$ cat config.mk
export PLATFORM = sky130hd
export DESIGN_NAME = boss_life_ctrl_flat
export DESIGN_NICKNAME = d
export VERILOG_FILES = /design/src/rtl/boss_life_if.sv /design/src/rtl/boss_life_ctrl.sv /design/src/flat_wrapper.sv
export SDC_FILE = /design/constraint.sdc
export NUM_CORES = 1
export LEC_CHECK = 0
export CAP_MARGIN = 5
export CORE_ASPECT_RATIO = 1.4
export CORE_MARGIN = 2
export CORE_UTILIZATION = 55
export DETAILED_ROUTE_END_ITERATION = 7
export GPL_TIMING_DRIVEN = 0
export MAX_ROUTING_LAYER = met4
export PLACE_DENSITY = 0.9
export SLEW_MARGIN = 10
export SYNTH_ARGS = -nofsm -noshare
export SYNTH_HDL_FRONTEND = slang
export SYNTH_SLANG_ARGS = --single-unit
$ cat constraint.sdc
create_clock -name clk -period 2.53 [get_ports clk]
set_input_delay 0.6325 -clock clk [delete_from_list [all_inputs] [get_ports clk]]
set_output_delay 0.6325 -clock clk [all_outputs]
set_load 0.05 [all_outputs]
$ cat src/rtl/boss_life_if.sv
// Boss lifecycle bus: control pulses from the game logic in, sprite/status fields out.
interface boss_life_if;
  logic       move_tick;
  logic       start;
  logic       hit;
  logic       revive;
  logic [9:0] boss_x;
  logic [9:0] boss_y;
  logic       boom;
  logic [3:0] boss_hp;
  logic [2:0] state;
  logic       hit_flash;
  logic       kill_pulse;

  modport master (
    output move_tick, start, hit, revive,
    input  boss_x, boss_y, boom, boss_hp, state, hit_flash, kill_pulse
  );

  modport slave (
    input  move_tick, start, hit, revive,
    output boss_x, boss_y, boom, boss_hp, state, hit_flash, kill_pulse
  );
endinterface

$ cat src/rtl/boss_life_ctrl.sv
// Boss lifecycle FSM: enter, patrol, take hits, flash, explode, die, respawn.
// Define BOSS_AUTO_RESPAWN_EN to leave DEAD automatically after RESPAWN_TICKS move ticks.
module boss_life_ctrl #(
  parameter int HP_MAX        = 8,
  parameter int FLASH_TICKS   = 4,
  parameter int BOOM_TICKS    = 32,
  parameter int RESPAWN_TICKS = 64,
  parameter int STEP          = 2,
  parameter int X_MIN         = 0,
  parameter int X_MAX         = 512,
  parameter int X_HOME        = 256,
  parameter int ENTER_Y       = 40
) (
  input  logic        clk,
  input  logic        rst_n,
  boss_life_if.slave  bus
);

  typedef enum logic [2:0] {
    S_IDLE    = 3'd0,
    S_ENTER   = 3'd1,
    S_FIGHT   = 3'd2,
    S_FLASH   = 3'd3,
    S_EXPLODE = 3'd4,
    S_DEAD    = 3'd5
  } state_t;

  // One counter serves flash, boom and respawn timing; those states never overlap.
  localparam int T_FB  = (FLASH_TICKS > BOOM_TICKS) ? FLASH_TICKS : BOOM_TICKS;
  localparam int T_MAX = (T_FB > RESPAWN_TICKS) ? T_FB : RESPAWN_TICKS;
  localparam int CW    = $clog2(T_MAX + 1) + 1;

  localparam logic [10:0] STEP_W  = 11'(STEP);
  localparam logic [10:0] XMIN_W  = 11'(X_MIN);
  localparam logic [10:0] XMAX_W  = 11'(X_MAX);
  localparam logic [10:0] ENTY_W  = 11'(ENTER_Y);
  localparam logic [9:0]  X_HOME_V = 10'(X_HOME);
  localparam logic [3:0]  HP_V     = 4'(HP_MAX);

  state_t        r_state;
  logic [9:0]    r_x, r_y;
  logic [3:0]    r_hp;
  logic          r_dir;      // 0 = moving right, 1 = moving left
  logic          r_boom, r_flash, r_kill, r_hit_q;
  logic [CW-1:0] r_cnt;

  logic          w_tick, w_hit_edge, w_respawn, w_cnt_last;
  logic [10:0]   w_x_ext, w_y_sum;
  logic [9:0]    w_x_nxt;
  logic          w_dir_nxt;

  assign w_tick     = bus.move_tick;
  assign w_hit_edge = bus.hit & ~r_hit_q;
  assign w_cnt_last = (r_cnt <= CW'(1));
  assign w_x_ext    = {1'b0, r_x};
  assign w_y_sum    = {1'b0, r_y} + STEP_W;

  // Reaching a bound counts as hitting it: clamp and reverse in the same tick.
  always_comb begin
    w_x_nxt   = r_x;
    w_dir_nxt = r_dir;
    if (!r_dir) begin
      if (w_x_ext + STEP_W >= XMAX_W) begin
        w_x_nxt   = 10'(X_MAX);
        w_dir_nxt = 1'b1;
      end else begin
        w_x_nxt = r_x + 10'(STEP);
      end
    end else begin
      if (w_x_ext <= XMIN_W + STEP_W) begin
        w_x_nxt   = 10'(X_MIN);
        w_dir_nxt = 1'b0;
      end else begin
        w_x_nxt = r_x - 10'(STEP);
      end
    end
  end

  always_comb begin
    w_respawn = 1'b0;
    if (r_state == S_DEAD) begin
`ifdef BOSS_AUTO_RESPAWN_EN
      w_respawn = bus.revive | (w_tick & w_cnt_last);
`else
      w_respawn = bus.revive;
`endif
    end
  end

  always_ff @(posedge clk or negedge rst_n) begin
    if (!rst_n) begin
      r_state <= S_IDLE;
      r_x     <= X_HOME_V;
      r_y     <= '0;
      r_hp    <= HP_V;
      r_dir   <= 1'b0;
      r_boom  <= 1'b0;
      r_flash <= 1'b0;
      r_kill  <= 1'b0;
      r_hit_q <= 1'b0;
      r_cnt   <= '0;
    end else begin
      r_hit_q <= bus.hit;
      r_kill  <= 1'b0;
      case (r_state)
        S_IDLE: begin
          r_x     <= X_HOME_V;
          r_y     <= '0;
          r_hp    <= HP_V;
          r_dir   <= 1'b0;
          r_boom  <= 1'b0;
          r_flash <= 1'b0;
          r_cnt   <= '0;
          if (bus.start) r_state <= S_ENTER;
        end
        S_ENTER: begin
          if (w_tick) begin
            if (w_y_sum >= ENTY_W) begin
              r_y     <= 10'(ENTER_Y);
              r_state <= S_FIGHT;
            end else begin
              r_y <= w_y_sum[9:0];
            end
          end
        end
        S_FIGHT: begin
          if (w_tick) begin
            r_x   <= w_x_nxt;
            r_dir <= w_dir_nxt;
          end
          if (w_hit_edge) begin
            r_hp <= r_hp - 4'd1;
            if (r_hp == 4'd1) begin
              r_state <= S_EXPLODE;
              r_kill  <= 1'b1;
              r_boom  <= 1'b1;
              r_cnt   <= CW'(BOOM_TICKS);
            end else begin
              r_state <= S_FLASH;
              r_flash <= 1'b1;
              r_cnt   <= CW'(FLASH_TICKS);
            end
          end
        end
        S_FLASH: begin
          if (w_tick) begin
            r_x   <= w_x_nxt;
            r_dir <= w_dir_nxt;
            if (w_cnt_last) begin
              r_state <= S_FIGHT;
              r_flash <= 1'b0;
              r_cnt   <= '0;
            end else begin
              r_cnt <= r_cnt - CW'(1);
            end
          end
        end
        S_EXPLODE: begin
          if (w_tick) begin
            if (w_cnt_last) begin
              r_state <= S_DEAD;
              r_boom  <= 1'b0;
`ifdef BOSS_AUTO_RESPAWN_EN
              r_cnt   <= CW'(RESPAWN_TICKS);
`else
              r_cnt   <= '0;
`endif
            end else begin
              r_cnt <= r_cnt - CW'(1);
            end
          end
        end
        S_DEAD: begin
          if (w_respawn) begin
            r_state <= S_ENTER;
            r_hp    <= HP_V;
            r_x     <= X_HOME_V;
            r_y     <= '0;
            r_dir   <= 1'b0;
            r_cnt   <= '0;
          end
`ifdef BOSS_AUTO_RESPAWN_EN
          else if (w_tick) begin
            r_cnt <= r_cnt - CW'(1);
          end
`endif
        end
        default: begin
          r_state <= S_IDLE;
          r_x     <= X_HOME_V;
          r_y     <= '0;
          r_hp    <= HP_V;
          r_dir   <= 1'b0;
          r_boom  <= 1'b0;
          r_flash <= 1'b0;
          r_cnt   <= '0;
        end
      endcase
    end
  end

  assign bus.boss_x     = r_x;
  assign bus.boss_y     = r_y;
  assign bus.boom       = r_boom;
  assign bus.boss_hp    = r_hp;
  assign bus.state      = r_state;
  assign bus.hit_flash  = r_flash;
  assign bus.kill_pulse = r_kill;

endmodule

$ cat src/flat_wrapper.sv
// flat-port wrapper written by rule: the top's interface ports become plain ports
module boss_life_ctrl_flat 
#(
  parameter int HP_MAX        = 8,
  parameter int FLASH_TICKS   = 4,
  parameter int BOOM_TICKS    = 32,
  parameter int RESPAWN_TICKS = 64,
  parameter int STEP          = 2,
  parameter int X_MIN         = 0,
  parameter int X_MAX         = 512,
  parameter int X_HOME        = 256,
  parameter int ENTER_Y       = 40
)
  (clk, rst_n, bus_move_tick, bus_start, bus_hit, bus_revive, bus_boss_x, bus_boss_y, bus_boom, bus_boss_hp, bus_state, bus_hit_flash, bus_kill_pulse);
  boss_life_if bus_i ();
  input  logic clk;
  input  logic rst_n;
  input wire logic [$bits(bus_i.move_tick)-1:0] bus_move_tick;
  input wire logic [$bits(bus_i.start)-1:0] bus_start;
  input wire logic [$bits(bus_i.hit)-1:0] bus_hit;
  input wire logic [$bits(bus_i.revive)-1:0] bus_revive;
  output wire logic [$bits(bus_i.boss_x)-1:0] bus_boss_x;
  output wire logic [$bits(bus_i.boss_y)-1:0] bus_boss_y;
  output wire logic [$bits(bus_i.boom)-1:0] bus_boom;
  output wire logic [$bits(bus_i.boss_hp)-1:0] bus_boss_hp;
  output wire logic [$bits(bus_i.state)-1:0] bus_state;
  output wire logic [$bits(bus_i.hit_flash)-1:0] bus_hit_flash;
  output wire logic [$bits(bus_i.kill_pulse)-1:0] bus_kill_pulse;
  assign bus_i.move_tick = bus_move_tick;
  assign bus_i.start = bus_start;
  assign bus_i.hit = bus_hit;
  assign bus_i.revive = bus_revive;
  assign bus_boss_x = bus_i.boss_x;
  assign bus_boss_y = bus_i.boss_y;
  assign bus_boom = bus_i.boom;
  assign bus_boss_hp = bus_i.boss_hp;
  assign bus_state = bus_i.state;
  assign bus_hit_flash = bus_i.hit_flash;
  assign bus_kill_pulse = bus_i.kill_pulse;
  boss_life_ctrl #(.HP_MAX(HP_MAX), .FLASH_TICKS(FLASH_TICKS), .BOOM_TICKS(BOOM_TICKS), .RESPAWN_TICKS(RESPAWN_TICKS), .STEP(STEP), .X_MIN(X_MIN), .X_MAX(X_MAX), .X_HOME(X_HOME), .ENTER_Y(ENTER_Y)) u_core (.clk(clk), .rst_n(rst_n), .bus(bus_i));
endmodule
==> reports/results.md <==
| Parameter | Value |
|:---|:---|
| Critical Path Start Type | register |
| Buffer type at the clock tree root | sky130_fd_sc_hd__clkbuf_8 |
| Starting density of the core | 56.48% |
| Mean instance size in the synthesized netlist | 8.703 µm² |
| Postcts setup bufs | 0 |
| Total internal power | 1.687 mW |
| Signed area change from the synthesized netlist to the final layout | 20.43% |
| Number of buffers added by the clock tree synthesis step | 5 |
| Via total after detailed routing | 2425 |
| Reported max-cap violation count | 0 |
| Power per standard cell area | 1085 nW/µm² |
| Worst hold path type | in -> async |
| Maximum number of buffers from clock root to sink | 2 |
| Setup clock skew after layout | 0.01244 ns |
| Placement row count | 29 |
| Maximum number of pins on one net before global-route repair | 23 |
| Highest-delay cell along the critical path | sky130_fd_sc_hd__clkdlybuf4s50_1 |
| CTS tree | built |
| 1st-pass router iterations | 4 |
| Width of the die | 61.45 µm |
| Core region area | 4499 µm² |
| WL final | 6117 µm |
| Number of standard cells in the layout, taps in and fillers out | 396 |
| Fmax | 427.4 MHz |
| Routability Congestion | 0.9529 |
| Final period util | 92.47% |
| Final number of setup-violating endpoints | 0 |
| Worst vdd rail ir drop | 0.6713 mV |
| Met2 capacity usage during global routing | 43.91% |
| Net switching power of the design | 1.634 mW |
| YS warnings | 0 |
| First-pass GRT wire length | 9998 µm |
| Clock-pin slew of the registers on the worst-case setup and hold paths | 0.08 ns |
| Post-CTS Hold Buffers | 0 |
| Post-synth EDFFs | 0 |
| Portion of the post-synthesis area used by sequential elements | 37.52% |
| Required time worst endpoint | 1.90 ns |
| Proportion of total power due to net switching | 49.20% |
| Number of sinks on the clock net | 38 |
| Startpoint of the lowest-slack register-to-register path | u_core.bus.state[0]$_DFFE_PN0P_ |
| Source-to-sink clock delay at the later pin of the worst-skew pair | 0.30 ns |
| Buffers plus inverters on the worst setup path | 1 |
| Global-route track usage on met3 | 4.160% |
| Total Neg Setup Slack | 0 ns |
| Dominant synthesized flop cell | sky130_fd_sc_hd__dfrtp_1 |
| Data arrival time of the critical path | 1.71 ns |
| Portion of total power attributed to combinational logic | 57.6% |
| Yosys reg bits | 38 |
| Antenna violations before repair | 0 |
| Final antenna-violating net count | 0 |
| Setup repair after global routing missed its margin | no |
| Sum of internal, switching and leakage power | 3.320 mW |
| Number of primary I/O pins | 36 |
| Vertical extent of the die | 84.43 µm |
| Final hold viol count | 0 |
| Cell count along the critical path | 1 |
| Kind of end point of the critical path | primary output |
| # port buffers | 32 |
| DR DRC count | 0 |
| Met1 track utilization from global routing | 28.30% |
| Wirelength per Cell | 15.45 µm |
| Most heavily used metal layer in global routing | met2 |
| Fraction of layout instances using a drive strength above 1 | 11.68% |
| Outcome | completed |
| Worst setup path class | reg -> out |
| Sequential cell fraction of total power | 29.1% |
| Slew margin rel. | 60.44% |
| Proportion of power drawn by the clock network | 13.2% |
| Gr ovfl total | 0 |
| Final #Nets | 347 |
| Largest fanout on the critical path | 6 |
| Cell family with most CP delay | buffers and inverters |
| Launching instance or port of the critical path | u_core.bus.boss_x[7]$_DFFE_PN0P_ |
| CP peak stage delay | 0.87 ns |
| DP HPWL | 4596 µm |
| Pleak | 1.291 nW |
| Via count of the first global-routing pass | 2251 |
| DIE AREA | 5187 µm² |
| Count of routing violations after the opening detailed-route iteration | 123 |
| Cell Chain, Critical Path | clkdlybuf4s50_1 |
| Depth of the CTS H-tree | 2 |
| Post-cts gate resize count | 0 |
| Cell count after synthesis | 292 |
| Fin. max-slew vios | 0 |
| Vias per std cell | 6.124 |
| Share of flip-flops with an asynchronous set or reset | 100.0% |
| Shortest clock period the worst path allows after layout | 2.340 ns |
| Worst Reg2Reg Path Length in Cells | 6 |
| Ant diodes | 0 |
| Combined area of all synthesized cells | 2541 µm² |
| Total routing usage reported by global routing | 25.82% |
| Worst Tran Pin Value | 0.5934 ns |
| Distinct cell type count after synthesis | 69 |
| Cells after DPL | 388 |
-- state kept, by name (all words and copies together) (netlist names) --
name,flops
u_core.bus.boom,1
u_core.bus.boss_hp,4
u_core.bus.boss_x,9
u_core.bus.boss_y,9
u_core.bus.hit_flash,1
u_core.bus.kill_pulse,1
u_core.bus.state,3
u_core.r_cnt,8
u_core.r_dir,1
u_core.r_hit_q,1
-- placed cells by master (no fill, tap or decap), types with 4 or more instances in the layout --
master,synthesis,routed
sky130_fd_sc_hd__a21oi_1,12,12
sky130_fd_sc_hd__a221oi_1,6,6
sky130_fd_sc_hd__and2_1,5,5
sky130_fd_sc_hd__buf_2,10,11
sky130_fd_sc_hd__clkbuf_1,9,9
sky130_fd_sc_hd__clkbuf_8,0,6
sky130_fd_sc_hd__clkdlybuf4s50_1,0,31
sky130_fd_sc_hd__dfrtp_1,36,36
sky130_fd_sc_hd__ha_1,8,8
sky130_fd_sc_hd__inv_1,12,12
sky130_fd_sc_hd__nand2_1,21,21
sky130_fd_sc_hd__nand2b_1,4,4
sky130_fd_sc_hd__nand3_1,14,14
sky130_fd_sc_hd__nand4_1,5,5
sky130_fd_sc_hd__nor2_1,22,22
sky130_fd_sc_hd__nor2b_1,7,7
sky130_fd_sc_hd__nor3_1,13,13
sky130_fd_sc_hd__nor4_1,4,4
sky130_fd_sc_hd__o21ai_0,10,10
sky130_fd_sc_hd__o21ai_1,14,14
-- power groups by stage --
| stage | clock network, mW | registers, mW | logic [mW] |
|---|---|---|---|
| CTS | 0.446 | 0.967 | 1.91 |
| global placement | 0 | 0.969 | 1.84 |
| floorplan | 0 | 1.32 | 1.03 |
| global route | 0.473 | 0.995 | 2.08 |
| detailed placement | 0 | 0.977 | 1.88 |
| finish | 0.439 | 0.967 | 1.91 |
-- through the flow --
stage,util (%),worst slack [ns],instance area [µm²],hold WS (ns)
floorplan,-,0.3380,2545,0.3369
global placement,65.41,-0.04958,2943,0.4667
detailed placement,65.91,-0.003866,2965,0.4871
CTS,68.02,0.1941,3060,0.2667
global route,68.02,0.1057,3060,0.2905
finish,68.02,0.1905,3060,0.2575
-- layout make-up --
class / instances / area, µm²
Timing Repair Buffer: 33 / 342.8
Clock inverter: 2 / 12.51
Inverter: 14 / 52.55
Multi-Input combinational cell: 220 / 1440
Fill cell: 393 / 1439
Clock buffer: 6 / 82.58
Sequential cell: 38 / 953.4
Buffer: 21 / 98.84
Tap cell: 62 / 77.57
-- final timing paths --
| check | endpoint | slack (ns) |
|---|---|---|
| max in group asynchronous | u_core.bus.boss_y[2]$_DFFE_PN0P_ | 1.81 |
| worst max-delay path | bus_boss_x[7] | 0.19 |
| min in group clk | u_core.r_cnt[7]$_DFFE_PN0P_ | 0.50 |
| worst min-delay path | u_core.bus.boss_x[3]$_DFFE_PN0P_ | 0.26 |
| worst max register to register | u_core.bus.boss_x[6]$_DFFE_PN0P_ | 0.41 |
| worst min register to register | u_core.r_cnt[7]$_DFFE_PN0P_ | 0.50 |
-- synth_stat cells (8+ instances only) --
| cell type | instances | share of area [%] |
|---|---|---|
| sky130_fd_sc_hd__nand3_1 | 14 | 2.8 |
| sky130_fd_sc_hd__dfrtp_1 | 36 | 35 |
| sky130_fd_sc_hd__o21ai_1 | 14 | 2.8 |
| sky130_fd_sc_hd__nor2_1 | 22 | 3.2 |
| sky130_fd_sc_hd__nor3_1 | 13 | 2.6 |
| sky130_fd_sc_hd__clkbuf_1 | 9 | 1.3 |
| sky130_fd_sc_hd__buf_2 | 10 | 2.0 |
| sky130_fd_sc_hd__ha_1 | 8 | 3.9 |
| sky130_fd_sc_hd__nand2_1 | 21 | 3.1 |
| sky130_fd_sc_hd__o21ai_0 | 10 | 2.0 |
| sky130_fd_sc_hd__inv_1 | 12 | 1.8 |
| sky130_fd_sc_hd__a21oi_1 | 12 | 2.4 |
-- kinds of logic after synthesis --
logic type	Yosys count	share of synthesized area, %
AND/OR/NAND/NOR	115	24.62
AO/OA/AOI/OAI	86	24.47
flip-flops	38	37.52
buffers and inverters	35	5.957
adder cells (fa/ha/maj)	8	3.939
XOR/XNOR	5	1.724
multiplexers	4	1.625
other	1	0.1476
-- worst register-to-register path: stages (launching register included) --
cell and delay, ns:
sky130_fd_sc_hd__dfrtp_1 0.41, sky130_fd_sc_hd__clkbuf_1 0.35, sky130_fd_sc_hd__nor3_1 0.16, sky130_fd_sc_hd__a211oi_1 0.39, sky130_fd_sc_hd__clkbuf_1 0.43, sky130_fd_sc_hd__a22oi_1 0.17
sky130_fd_sc_hd__o211ai_1 0.13
-- metal layers --
| metal | vias to the layer above | wire length [µm] |
|---|---|---|
| met2 | 80 | 3279 |
| met5 | - | 0 |
| met1 | 1159 | 2373 |
| met4 | 0 | 239 |
| li1 | 1155 | - |
| met3 | 31 | 225 |
(Power assumes the default switching activity.)
